<file path="src/rtl/rvc_fetch_pkg.sv">
// Shared types and constants for the RVC-aware instruction fetch aligner.

package rvc_fetch_pkg;

  localparam int unsigned ILEN = 32;
  localparam int unsigned HLEN = 16;

  // A halfword whose low two bits are not both set starts a compressed instruction.
  localparam logic [1:0] RVC_MASK = 2'b11;

  typedef enum logic [1:0] {
    S_WORD,
    S_ALIGN,
    S_HALF
  } fetch_state_e;

  function automatic logic is_rvc(input logic [HLEN-1:0] half);
    return (half[1:0] & RVC_MASK) != RVC_MASK;
  endfunction

endpackage

</file>
<file path="src/rtl/rvc_fetch_align.sv">
// Fetches 32-bit words from the I-cache and realigns them into a stream of
// 16-bit (RVC) and 32-bit instructions, one per cycle, with a one-halfword carry buffer.

module rvc_fetch_align
  import rvc_fetch_pkg::*;
#(
  parameter logic [31:0] RESET_PC = 32'h0000_0000
) (
  input  logic            clk,
  input  logic            rst_n,
  output logic            ICACHE_ren,
  output logic [29:0]     ICACHE_addr,
  input  logic [ILEN-1:0] ICACHE_rdata,
  input  logic            ICACHE_stall,
  input  logic            redirect,
  input  logic [31:0]     redirect_pc,
  input  logic            core_stall,
  output logic            inst_valid,
  output logic [ILEN-1:0] inst,
  output logic [31:0]     inst_pc,
  output logic            inst_is_rvc
);

  localparam fetch_state_e RESET_STATE = RESET_PC[1] ? S_ALIGN : S_WORD;

  fetch_state_e    r_state, w_state_d;
  logic [31:0]     r_pc, w_pc_d;
  logic [HLEN-1:0] r_hbuf, w_hbuf_d;
  logic            r_valid, w_valid_d;
  logic [ILEN-1:0] r_inst, w_inst_d;
  logic [31:0]     r_inst_pc, w_inst_pc_d;
  logic            r_is_rvc, w_is_rvc_d;

  logic [HLEN-1:0] w_lo, w_hi;
  logic [31:0]     w_pc_plus2, w_pc_plus4;
  logic            w_hold, w_hbuf_rvc, w_need_fetch, w_resp;
  logic            w_unused_pc0;

  assign w_lo         = ICACHE_rdata[HLEN-1:0];
  assign w_hi         = ICACHE_rdata[ILEN-1:HLEN];
  assign w_pc_plus2   = r_pc + 32'd2;
  assign w_pc_plus4   = r_pc + 32'd4;
  assign w_hold       = r_valid & core_stall;
  assign w_hbuf_rvc   = is_rvc(r_hbuf);
  assign w_unused_pc0 = redirect_pc[0];

  // A buffered compressed instruction is issued straight from hbuf without a cache access.
  assign w_need_fetch = !((r_state == S_HALF) && w_hbuf_rvc);

  assign ICACHE_ren  = rst_n & ~redirect & ~w_hold & w_need_fetch;
  assign ICACHE_addr = (r_state == S_HALF) ? w_pc_plus2[31:2] : r_pc[31:2];
  assign w_resp      = ICACHE_ren & ~ICACHE_stall;

  always_comb begin
    w_state_d   = r_state;
    w_pc_d      = r_pc;
    w_hbuf_d    = r_hbuf;
    w_valid_d   = r_valid;
    w_inst_d    = r_inst;
    w_inst_pc_d = r_inst_pc;
    w_is_rvc_d  = r_is_rvc;

    if (redirect) begin
      w_valid_d = 1'b0;
      w_pc_d    = {redirect_pc[31:1], 1'b0};
      w_state_d = redirect_pc[1] ? S_ALIGN : S_WORD;
    end else if (!w_hold) begin
      w_valid_d = 1'b0;
      case (r_state)
        S_WORD: begin
          if (w_resp) begin
            w_valid_d   = 1'b1;
            w_inst_pc_d = r_pc;
            if (is_rvc(w_lo)) begin
              w_inst_d   = {{(ILEN-HLEN){1'b0}}, w_lo};
              w_is_rvc_d = 1'b1;
              w_hbuf_d   = w_hi;
              w_pc_d     = w_pc_plus2;
              w_state_d  = S_HALF;
            end else begin
              w_inst_d   = ICACHE_rdata;
              w_is_rvc_d = 1'b0;
              w_pc_d     = w_pc_plus4;
            end
          end
        end
        S_ALIGN: begin
          if (w_resp) begin
            if (is_rvc(w_hi)) begin
              w_valid_d   = 1'b1;
              w_inst_d    = {{(ILEN-HLEN){1'b0}}, w_hi};
              w_inst_pc_d = r_pc;
              w_is_rvc_d  = 1'b1;
              w_pc_d      = w_pc_plus2;
              w_state_d   = S_WORD;
            end else begin
              // Upper half opens a 32-bit instruction: park it and fetch the rest.
              w_hbuf_d  = w_hi;
              w_state_d = S_HALF;
            end
          end
        end
        S_HALF: begin
          if (w_hbuf_rvc) begin
            w_valid_d   = 1'b1;
            w_inst_d    = {{(ILEN-HLEN){1'b0}}, r_hbuf};
            w_inst_pc_d = r_pc;
            w_is_rvc_d  = 1'b1;
            w_pc_d      = w_pc_plus2;
            w_state_d   = S_WORD;
          end else if (w_resp) begin
            w_valid_d   = 1'b1;
            w_inst_d    = {w_lo, r_hbuf};
            w_inst_pc_d = r_pc;
            w_is_rvc_d  = 1'b0;
            w_hbuf_d    = w_hi;
            w_pc_d      = w_pc_plus4;
          end
        end
        default: w_state_d = S_WORD;
      endcase
    end
  end

  always_ff @(posedge clk or negedge rst_n) begin
    if (!rst_n) begin
      r_state   <= RESET_STATE;
      r_pc      <= RESET_PC;
      r_hbuf    <= '0;
      r_valid   <= 1'b0;
      r_inst    <= '0;
      r_inst_pc <= '0;
      r_is_rvc  <= 1'b0;
    end else begin
      r_state   <= w_state_d;
      r_pc      <= w_pc_d;
      r_hbuf    <= w_hbuf_d;
      r_valid   <= w_valid_d;
      r_inst    <= w_inst_d;
      r_inst_pc <= w_inst_pc_d;
      r_is_rvc  <= w_is_rvc_d;
    end
  end

  assign inst_valid  = r_valid;
  assign inst        = r_inst;
  assign inst_pc     = r_inst_pc;
  assign inst_is_rvc = r_is_rvc;

endmodule

</file>
<file path="config.mk">
export PLATFORM = sky130hd
export DESIGN_NAME = rvc_fetch_align
export DESIGN_NICKNAME = d
export VERILOG_FILES = /design/src/rtl/rvc_fetch_pkg.sv /design/src/rtl/rvc_fetch_align.sv
export SDC_FILE = /design/constraint.sdc
export NUM_CORES = 1
export LEC_CHECK = 0
export CELL_PAD_IN_SITES_DETAIL_PLACEMENT = 0
export CELL_PAD_IN_SITES_GLOBAL_PLACEMENT = 2
export CORE_MARGIN = 4
export CORE_UTILIZATION = 26
export CTS_CLUSTER_DIAMETER = 100
export DETAILED_ROUTE_END_ITERATION = 10
export GPL_TIMING_DRIVEN = 0
export PLACE_DENSITY_LB_ADDON = 0.1
export SLEW_MARGIN = 10
export SYNTH_ARGS = -nofsm -noshare
export SYNTH_HDL_FRONTEND = slang
export SYNTH_SLANG_ARGS = --single-unit
</file>
<file path="constraint.sdc">
create_clock -name clk -period 2.68 [get_ports clk]
set_clock_uncertainty 0.05 [all_clocks]
set_input_delay 0.536 -clock clk [delete_from_list [all_inputs] [get_ports clk]]
set_output_delay 0.536 -clock clk [all_outputs]
set_load 0.005 [all_outputs]
</file>
==> summary.md, run 1 <==
| Metric | Value |
|---|---|
| Status | finished, violations left |
| Failing checks | negative hold slack, negative setup slack |
| Worst min path class | in2async |
| Commonest non-fill, non-tap cell in the layout | clkdlybuf4s50_1 |
| Post-synth ARST share | 100% |
| Clock root cell | clkbuf_16 |
| Clock-pin slew of the registers on the worst-case setup and hold paths | 0.06 ns |
| CTS buffer count | 17 |
| H-tree lvl count | 4 |
| CORE AREA | 24500 sq um |
| Crit path launch type | register |
| Worst hold slack | -0.0108 ns |
| Largest net degree at the start of global routing | 60 |
| Peak VDD IR | 0.422 mV |
| Leak | 4.55 nW |
| Die Area | 27600 sq um |
| Post-layout util | 44.3% |
| Final Max Slew Viols | 0 |
| Layout cell share with drive strength beyond 1 | 32.9% |
| Syn_area_per_cell | 8.94 sq um |
| WL per Instance | 21.4 microns |
| R2r endpoint | r_pc[23] |
| Final Non-Filler Cells | 1342 |
| First-pass DRT Iterations | 5 |
| Remaining antenna violation count | 0 |
| Final Power | 9.73 mW |
| Clk sinks | 115 |
| Critical path required time | 2.09 ns |
| Final setup violation count | 22 |
| Maximum clock rate | 327 MHz |
| CP Capture Type | primary output |
| Syn. warnings | 0 |
| Area Overhead vs Synth | 66.5% |
| Syn_nets | 803 |
| Area post-placement | 8590 sq um |
| Tcrit/Tclk final | 114% |
| DR DRC count | 0 |
| Unrepaired setup endpoints after global routing | true |
| Initial drt markers | 419 |
| Sequential fraction of the synthesis area | 44.2% |
| CP cell instances | nand3_4 > or3b_4 > or4_4 > nor2_4 > xor2_2 > buf_2 |
| N_diodes | 0 |
| Yosys reg bits | 115 |
| Boundary pin count | 166 |
| GPL Wtd Cong | 0.817 |
| Mapped Cells | 728 |
| Slowest stage cell, crit path | or4_4 |
| Die outline height | 166 microns |
| Initial Util | 26.6% |
| Max incr delay on CP | 0.53 ns |
| FF-to-FF setup slack | -0.04 ns |
| Worst slew margin | 44.5% |
| Max clock buf depth | 2 |
| Hold Vio Cnt, Final | 4 |
| FF-to-FF path depth | 10 |
| Grt ovf | 0 |
| Global-route wire length before repair | 43200 microns |
| Die W | 166 microns |
| PwrDens | 898 nW/um^2 |
| CTS tree | yes |
| CTS Hold Bufs | 0 |
| Vias in the first global route | 7181 |
| Post-Place Setup Slack | -1.13 ns |
| Beginning of the worst register-to-register path | r_state[1] |
| Setup TNS | -2.32 ns |
| Prevailing post-synth register cell | dfrtp_1 |
| Wirelength, routed | 28700 microns |
| Row count | 57 |
| Synth Cell Area | 6510 sq um |
| Post-synth EDFFs | 0 |
| Final instance area | 10800 sq um |
| Arrival @ worst endpoint | 2.47 ns |
| Detailed-route via count | 7004 |
| Post-DP HPWL | 19700 microns |
| Synth cell types | 60 |
| GRT Total Usage | 20.0% |
| Commonest cells after routing, fill and taps aside | clkdlybuf4s50_1 (132), dfrtp_1 (105), nand2_1 (82), buf_4 (81), nor2_1 (53) |
| Worst skew pair latency | 0.43 ns |
| Initial antenna violation count | 0 |
| Slew @ Worst Pin | 0.829 ns |
| # nets final | 1080 |
| Mean number of vias per cell | 5.22 |
| Worst-path fanout max | 6 |
| Max-Cap Viols | 0 |
| Setup WS post-layout | -0.380 ns |
| Post-Place Cells | 1217 |
| IO buf count | 164 |
| Tmin final | 3.06 ns |
| CP Class | reg2out |
cells in the mapped netlist (all sizes together) (6+ instances only):
cell	n	area share (%)
dfrtp	115	44
nand2	88	5.1
nor2	70	4.0
o21ai	55	4.2
clkbuf	44	2.6
a22o	32	4.3
a21oi	27	2.1
a22oi	24	2.8
buf	22	1.6
nand4	19	1.8
mux2	18	3.1
inv	17	0.98
nand3	17	1.3
xnor2	17	2.3
a221oi	16	2.2
nor2b	15	1.4
xor2	14	1.9
nor3	12	0.92
o31ai	11	1.3
o311ai	10	1.3
nand2b	7	0.67
and3	6	0.58
ha	6	1.2
nor4	6	0.77
what timing repair did:
| action | CTS | global route |
|---|---|---|
| setup endpoints to repair | 122 | 120 |
| pin swaps | 50 | 46 |
| endpoints found under the hold margin | 0 | 0 |
| gates resized for setup | 285 | 92 |
| setup buffers | 76 | 29 |
cell type report:
| class | instances | area (sq um) |
|---|---|---|
| buffer | 56 | 427 |
| inverter | 17 | 66.3 |
| clock buffer | 17 | 425 |
| multi-input combinational | 530 | 3980 |
| clock inverter | 15 | 229 |
| sequential | 115 | 2890 |
| tap | 324 | 405 |
| fill | 2360 | 13600 |
| timing repair buffer | 268 | 2410 |
worst max-delay path, delay by kind of cell, from the launching register on:
family | cells | cell delay [ns]
XOR/XNOR | 1 | 0.20
buffers and inverters | 1 | 0.15
flip-flops | 1 | 0.49
AND/OR/NAND/NOR | 4 | 1.22
metal layers:
layer	GRT usage (%)	wire, microns	vias up
li1	-	-	3213
met1	28.7	13600	3508
met2	30.4	13200	253
met3	4.17	1550	30
met4	5.62	380	0
met5	0	0	-
worst max-delay path by stage:
stage | endpoint | startpoint | depth (start not counted)
after global routing | ICACHE_addr[28] | r_pc[13] | 7
after global placement | inst_pc[8] | rst_n | 8
after detailed placement | ICACHE_addr[23] | r_state[0] | 9
final | ICACHE_addr[28] | r_pc[14] | 6
after floorplan | r_pc[17] | r_state[0] | 9
after CTS | ICACHE_addr[28] | r_pc[15] | 7
flip-flops by register name (all words and copies together), names as in the netlist:
register and count:
inst_valid 1, inst_pc 32, r_pc 31, inst_is_rvc 1, inst 32, r_hbuf 16, r_state 2
power breakdown:
group	total (mW)	switching (mW)	internal (mW)	leakage [nW]
sequential	2.81	0.436	2.38	1.43
clock	2.60	0.940	1.66	0.318
combinational	4.32	2.08	2.24	2.81
cell families after synthesis:
kind of cell,synth area share (%)
flip-flops,44.2
AND/OR/NAND/NOR,19.3
adder cells (fa/ha/maj),1.15
XOR/XNOR,4.17
multiplexers,3.42
AO/OA/AOI/OAI,22.6
buffers and inverters,5.13
Power figures use the tool's default switching activity.
==> run 2, diff against run 1 <==
--- a/config.mk
+++ b/config.mk
@@ -7,12 +7,14 @@
 export LEC_CHECK = 0
 export CELL_PAD_IN_SITES_DETAIL_PLACEMENT = 0
 export CELL_PAD_IN_SITES_GLOBAL_PLACEMENT = 2
+export CORE_ASPECT_RATIO = 0.6
 export CORE_MARGIN = 4
 export CORE_UTILIZATION = 26
 export CTS_CLUSTER_DIAMETER = 100
 export DETAILED_ROUTE_END_ITERATION = 10
 export GPL_TIMING_DRIVEN = 0
 export PLACE_DENSITY_LB_ADDON = 0.1
+export REMOVE_ABC_BUFFERS = 1
 export SLEW_MARGIN = 10
 export SYNTH_ARGS = -nofsm -noshare
 export SYNTH_HDL_FRONTEND = slang
==> run 2 against run 1 <==
  * The run ends with negative setup slack left
  * Utilization up 0.96 points
  * First-iteration DRC count grew 25%
  * Design area is 1.9% higher
  * Power grew 1.8%
  * Critical path type unchanged
  * Combinational power is 5% higher
  * Count of clock-buffer cells in the layout is 5 higher
==> summary.md, run 2 (synthesis results as in run 1) <==
| Metric | Value |
|---|---|
| CP cell instances | nand3_4 > or3b_4 > or4_4 > nor2_2 > xor2_1 > buf_2 |
| Commonest non-fill, non-tap cell in the layout | clkdlybuf4s50_1 |
| Max incr delay on CP | 0.56 ns |
| FF-to-FF setup slack | -0.07 ns |
| Detailed-route via count | 7132 |
| Largest net degree at the start of global routing | 79 |
| R2r endpoint | r_pc[23] |
| CP Capture Type | primary output |
| CORE AREA | 24400 sq um |
| Final Non-Filler Cells | 1333 |
| Arrival @ worst endpoint | 2.41 ns |
| Worst min path class | in2async |
| Remaining antenna violation count | 0 |
| Row count | 44 |
| Max clock buf depth | 2 |
| Die Area | 27700 sq um |
| Post-DP HPWL | 17700 microns |
| Setup WS post-layout | -0.315 ns |
| Unrepaired setup endpoints after global routing | true |
| H-tree lvl count | 4 |
| Critical path required time | 2.09 ns |
| Max-Cap Viols | 0 |
| Worst-path fanout max | 3 |
| CP delay by family, top | simple AND/OR/NAND/NOR gates |
| Area Overhead vs Synth | 69.6% |
| Clock root cell | clkbuf_16 |
| CTS tree | yes |
| Setup TNS | -2.68 ns |
| Die W | 212 microns |
| Boundary pin count | 166 |
| Peak VDD IR | 0.465 mV |
| Critical path buffer and inverter count | 1 |
| Status | finished, violations left |
| WL per Instance | 22.7 microns |
| Worst skew pair latency | 0.43 ns |
| First-pass DRT Iterations | 5 |
| Grt ovf | 0 |
| Initial Util | 26.7% |
| Beginning of the worst register-to-register path | r_state[1] |
| Layout cell share with drive strength beyond 1 | 36.4% |
| Crit path launch type | register |
| CP Class | reg2out |
| Maximum clock rate | 334 MHz |
| Post-Place Cells | 1156 |
| Crit. Startpoint | r_pc[13] |
| Post-layout util | 45.3% |
| Initial drt markers | 522 |
| Final instance area | 11000 sq um |
| FF-to-FF path depth | 11 |
| Tmin final | 2.99 ns |
| CTS buffer count | 17 |
| Failing checks | negative setup slack |
| Hold Vio Cnt, Final | 0 |
| Slew @ Worst Pin | 0.932 ns |
| Mean number of vias per cell | 5.35 |
| Area post-placement | 8400 sq um |
| Clock-pin slew of the registers on the worst-case setup and hold paths | 0.05 ns |
| GPL Wtd Cong | 0.843 |
| Final Max Slew Viols | 0 |
| Initial antenna violation count | 0 |
| Vias in the first global route | 7054 |
| Leak | 4.63 nW |
| Final setup violation count | 22 |
| Slowest stage cell, crit path | or4_4 |
| Die outline height | 131 microns |
| Critical path depth | 6 |
| Clk sinks | 115 |
| Global-route wire length before repair | 43500 microns |
| N_diodes | 0 |
| PwrDens | 897 nW/um^2 |
| GRT Total Usage | 20.9% |
| Worst slew margin | 37.9% |
| Commonest cells after routing, fill and taps aside | clkdlybuf4s50_1 (131), buf_4 (110), dfrtp_1 (93), nand2_1 (77), nor2_1 (51) |
| Final Power | 9.91 mW |
| Critical path capture point | ICACHE_addr[28] |
| Wirelength, routed | 30200 microns |
| # nets final | 1075 |
| DR DRC count | 0 |
| Tcrit/Tclk final | 112% |
| IO buf count | 164 |
[run 2: changes by cell type in the layout (fill, tap and decap cells not counted), moves of 4 or more]
| cell | previous run | this run |
|---|---|---|
| buf_4 | 81 | 110 |
| a221oi_2 | 4 | 0 |
| buf_6 | 36 | 32 |
| dfrtp_1 | 105 | 93 |
| nand2_2 | 4 | 8 |
| buf_1 | 4 | 0 |
| nor2_4 | 8 | 13 |
| dfrtp_2 | 10 | 22 |
| nand2_1 | 82 | 77 |
| buf_12 | 1 | 6 |
| buf_2 | 24 | 20 |
| clkbuf_2 | 14 | 4 |
| clkbuf_1 | 15 | 0 |
| a221oi_1 | 11 | 16 |
[run 2: power by group]
group / internal, mW / total [mW] / switching, mW
Combinational: 2.36 / 4.52 / 2.16
Clock: 1.67 / 2.53 / 0.858
Sequential: 2.38 / 2.86 / 0.476
Total: 6.41 / 9.91 / 3.50
[run 2: worst min-delay path by stage]
stage | endpoint | startpoint | slack (ns)
floorplan | inst[0] | rst_n | 0.19
global placement | inst[14] | inst[14] | 0.41
detailed placement | inst_valid | rst_n | 0.43
CTS | inst[26] | rst_n | 0.02
global route | inst[26] | rst_n | 0.01
finish | inst[26] | rst_n | 0.02
[run 2: metrics by stage]
stage / setup WS, ns / hold WS, ns
finish: -0.315 / 0.0246
floorplan: -1.64 / 0.190
CTS: -0.322 / 0.0192
global route: -0.399 / 0.0102
global placement: -8.60 / 0.411
detailed placement: -1.72 / 0.428
[run 2: worst register-to-register path: cells and delay by family, from the launching register on]
family | cells | cell delay, ns
and+or+nand+nor | 3 | 1.04
DFF | 1 | 0.41
adders and majority gates | 1 | 0.20
buffers and inverters | 4 | 0.49
AOI/OAI and AO/OA | 3 | 0.48
[run 2: cell type report]
| class | instances | area [sq um] |
|---|---|---|
| multi-input cells | 534 | 4110 |
| flip-flops and latches | 115 | 2910 |
| clock inverters | 8 | 149 |
| well taps | 322 | 403 |
| clock buffers | 22 | 494 |
| inverters | 17 | 71.3 |
| repair buffers | 315 | 2910 |
| fillers | 2329 | 13300 |
[run 2: layer usage]
| metal | routed length [microns] | GRT usage (%) | share of wire (%) | vias to the layer above |
|---|---|---|---|---|
| li1 | - | - | - | 3208 |
| met1 | 14800 | 31.8 | 49 | 3635 |
| met2 | 13100 | 30.0 | 43 | 261 |
| met3 | 2020 | 4.89 | 6.7 | 28 |
| met4 | 356 | 4.47 | 1.2 | 0 |
| met5 | 0 | 0 | 0 | - |
[run 2: timing repair]
action                     4_1_cts  5_1_grt
hold buffers                     1        0
gates cloned                     2        3
setup endpoints to repair      144       67
hold endpoints to repair        35        0
resized for setup              242       95
buffers inserted               122       21
pin swaps                       52       53
==> run 3, diff against run 2 <==
--- a/config.mk
+++ b/config.mk
@@ -9,7 +9,8 @@
 export CELL_PAD_IN_SITES_GLOBAL_PLACEMENT = 2
 export CORE_ASPECT_RATIO = 0.6
 export CORE_MARGIN = 4
-export CORE_UTILIZATION = 26
+export CORE_UTILIZATION = 27
+export CTS_BUF_LIST = sky130_fd_sc_hd__clkbuf_8
 export CTS_CLUSTER_DIAMETER = 100
 export DETAILED_ROUTE_END_ITERATION = 10
 export GPL_TIMING_DRIVEN = 0
==> run 3 against run 2 <==
  * The flow still finishes with violations (negative setup slack)
  * Clock power shrank 28%
  * Register-to-register slack is essentially flat
  * First-iteration DRC count grew 17%
  * Critical endpoint unchanged
  * Largest power group unchanged
==> summary.md, run 3 (synthesis results as in run 1) <==
| Metric | Value |
|---|---|
| Critical path buffer and inverter count | 2 |
| Initial Util | 27.8% |
| Die outline height | 128 microns |
| Tcrit/Tclk final | 113% |
| Max incr delay on CP | 0.51 ns |
| Net Sw Frac | 37.1% |
| Max clock buf depth | 2 |
| Initial antenna violation count | 0 |
| Initial drt markers | 609 |
| Leak | 4.53 nW |
| Critical path capture point | ICACHE_addr[28] |
| Remaining antenna violation count | 0 |
| Setup WS post-layout | -0.348 ns |
| Worst slew margin | 39.0% |
| Crit path launch type | register |
| # nets final | 1075 |
| Final Max Slew Viols | 0 |
| Global-route wire length before repair | 42600 microns |
| Vias in the first global route | 7065 |
| Commonest cells after routing, fill and taps aside | clkdlybuf4s50_1 (131), buf_4 (110), dfrtp_1 (92), nand2_1 (77), nor2_1 (51) |
| Max-Cap Viols | 0 |
| Row count | 43 |
| Clock-pin slew of the registers on the worst-case setup and hold paths | 0.09 ns |
| CTS tree | yes |
| FF-to-FF setup slack | -0.07 ns |
| Commonest non-fill, non-tap cell in the layout | clkdlybuf4s50_1 |
| Layout cell share with drive strength beyond 1 | 36.0% |
| Tmin final | 3.03 ns |
| H-tree lvl count | 4 |
| Slowest stage cell, crit path | or4_4 |
| Clk sinks | 115 |
| R2r endpoint | r_pc[23] |
| Post-DP HPWL | 17400 microns |
| Final Non-Filler Cells | 1327 |
| Internal power | 5.75 mW |
| Die W | 208 microns |
| Worst-path fanout max | 2 |
| Final setup violation count | 22 |
| Slew @ Worst Pin | 0.914 ns |
| GPL Wtd Cong | 0.828 |
| Arrival @ worst endpoint | 2.44 ns |
| CP Capture Type | primary output |
| Final Power | 9.14 mW |
| Worst hold slack | 0.0684 ns |
| Detailed-route via count | 7126 |
| P_sw | 3.39 mW |
| Post-Place Cells | 1149 |
| Unrepaired setup endpoints after global routing | true |
| Area Overhead vs Synth | 66.0% |
| Hold Vio Cnt, Final | 0 |
| Setup TNS | -3.23 ns |
| CTS buffer count | 17 |
| Worst min path class | in2async |
| Peak VDD IR | 0.374 mV |
| CP delay by family, top | simple AND/OR/NAND/NOR gates |
| Clk pwr share | 20.0% |
| Crit. Startpoint | r_pc[15] |
| N_diodes | 0 |
| FF-to-FF path depth | 11 |
| Logic pwr share | 48.8% |
| Clock root cell | clkbuf_8 |
| PwrDens | 846 nW/um^2 |
| Beginning of the worst register-to-register path | r_state[1] |
| Mean number of vias per cell | 5.37 |
| CP Class | reg2out |
| GRT Total Usage | 20.7% |
| Maximum clock rate | 330 MHz |
| First-pass DRT Iterations | 5 |
| Largest net degree at the start of global routing | 79 |
| Boundary pin count | 166 |
| IO buf count | 164 |
| Register share of total power | 31.1% |
| Die Area | 26700 sq um |
| Area post-placement | 8390 sq um |
| Status | finished, violations left |
| Critical path required time | 2.09 ns |
| WL per Instance | 22.2 microns |
| Worst skew pair latency | 0.47 ns |
| CP cell instances | nand4_1 > buf_4 > or3b_4 > or4_4 > nor2_4 > xor2_2 > buf_2 |
| Grt ovf | 0 |
| Critical path depth | 7 |
| Final instance area | 10800 sq um |
| Failing checks | negative setup slack |
| DR DRC count | 0 |
| Wirelength, routed | 29400 microns |
| CORE AREA | 23400 sq um |
## run 3: cell type report
type | instances | area (sq um)
well taps | 315 | 394
fillers | 2185 | 12600
repair buffers | 315 | 2920
multi-input cells | 534 | 4090
clock inverters | 12 | 164
inverters | 17 | 68.8
clock buffers | 19 | 262
flip-flops and latches | 115 | 2910
## run 3: through the flow
stage                     util [%]  setup WS, ns
after detailed placement      35.9         -1.68
after floorplan                  -         -1.64
after CTS                     43.6        -0.445
final                         46.2        -0.348
after global placement        35.4         -8.52
after global routing          46.2        -0.477
## run 3: power groups by stage
stage / registers, mW / logic (mW) / clock network (mW)
after CTS: 2.83 / 4.09 / 1.88
final: 2.85 / 4.47 / 1.83
after floorplan: 2.83 / 1.51 / 0
after global placement: 2.90 / 3.28 / 0
after global routing: 2.93 / 4.79 / 1.95
after detailed placement: 2.92 / 3.34 / 0
## run 3: what timing repair did
action                     CTS  global route
hold buffers                 3             0
setup endpoints to repair  143            98
buffers inserted           102            41
gates cloned                 3             3
hold endpoints to repair    36             0
gates resized for setup    204           126
pin swaps                   43            55
## run 3: tightest hold or removal path, cell delays in order
cell and delay (ns):
buf_12 0.10, buf_12 0.10, buf_12 0.21
## run 3: per-layer routing
layer	GRT usage, %	share of wire (%)	vias to the layer above
li1	-	-	3206
met1	31.2	49	3577
met2	29.4	41	305
met3	5.67	8.0	38
met4	4.36	1.5	0
met5	0	0	-
## run 3: worst min path at each step
stage                     start     endpoint  slack (ns)  cells past startpoint
finish                    rst_n     r_pc[24]        0.07                      3
floorplan                 rst_n      inst[0]        0.19                      0
global route              rst_n     r_pc[24]        0.06                      3
detailed placement  inst_is_rvc  inst_is_rvc        0.42                      2
global placement        inst[1]      inst[1]        0.41                      2
CTS                       rst_n     r_pc[24]        0.06                      3
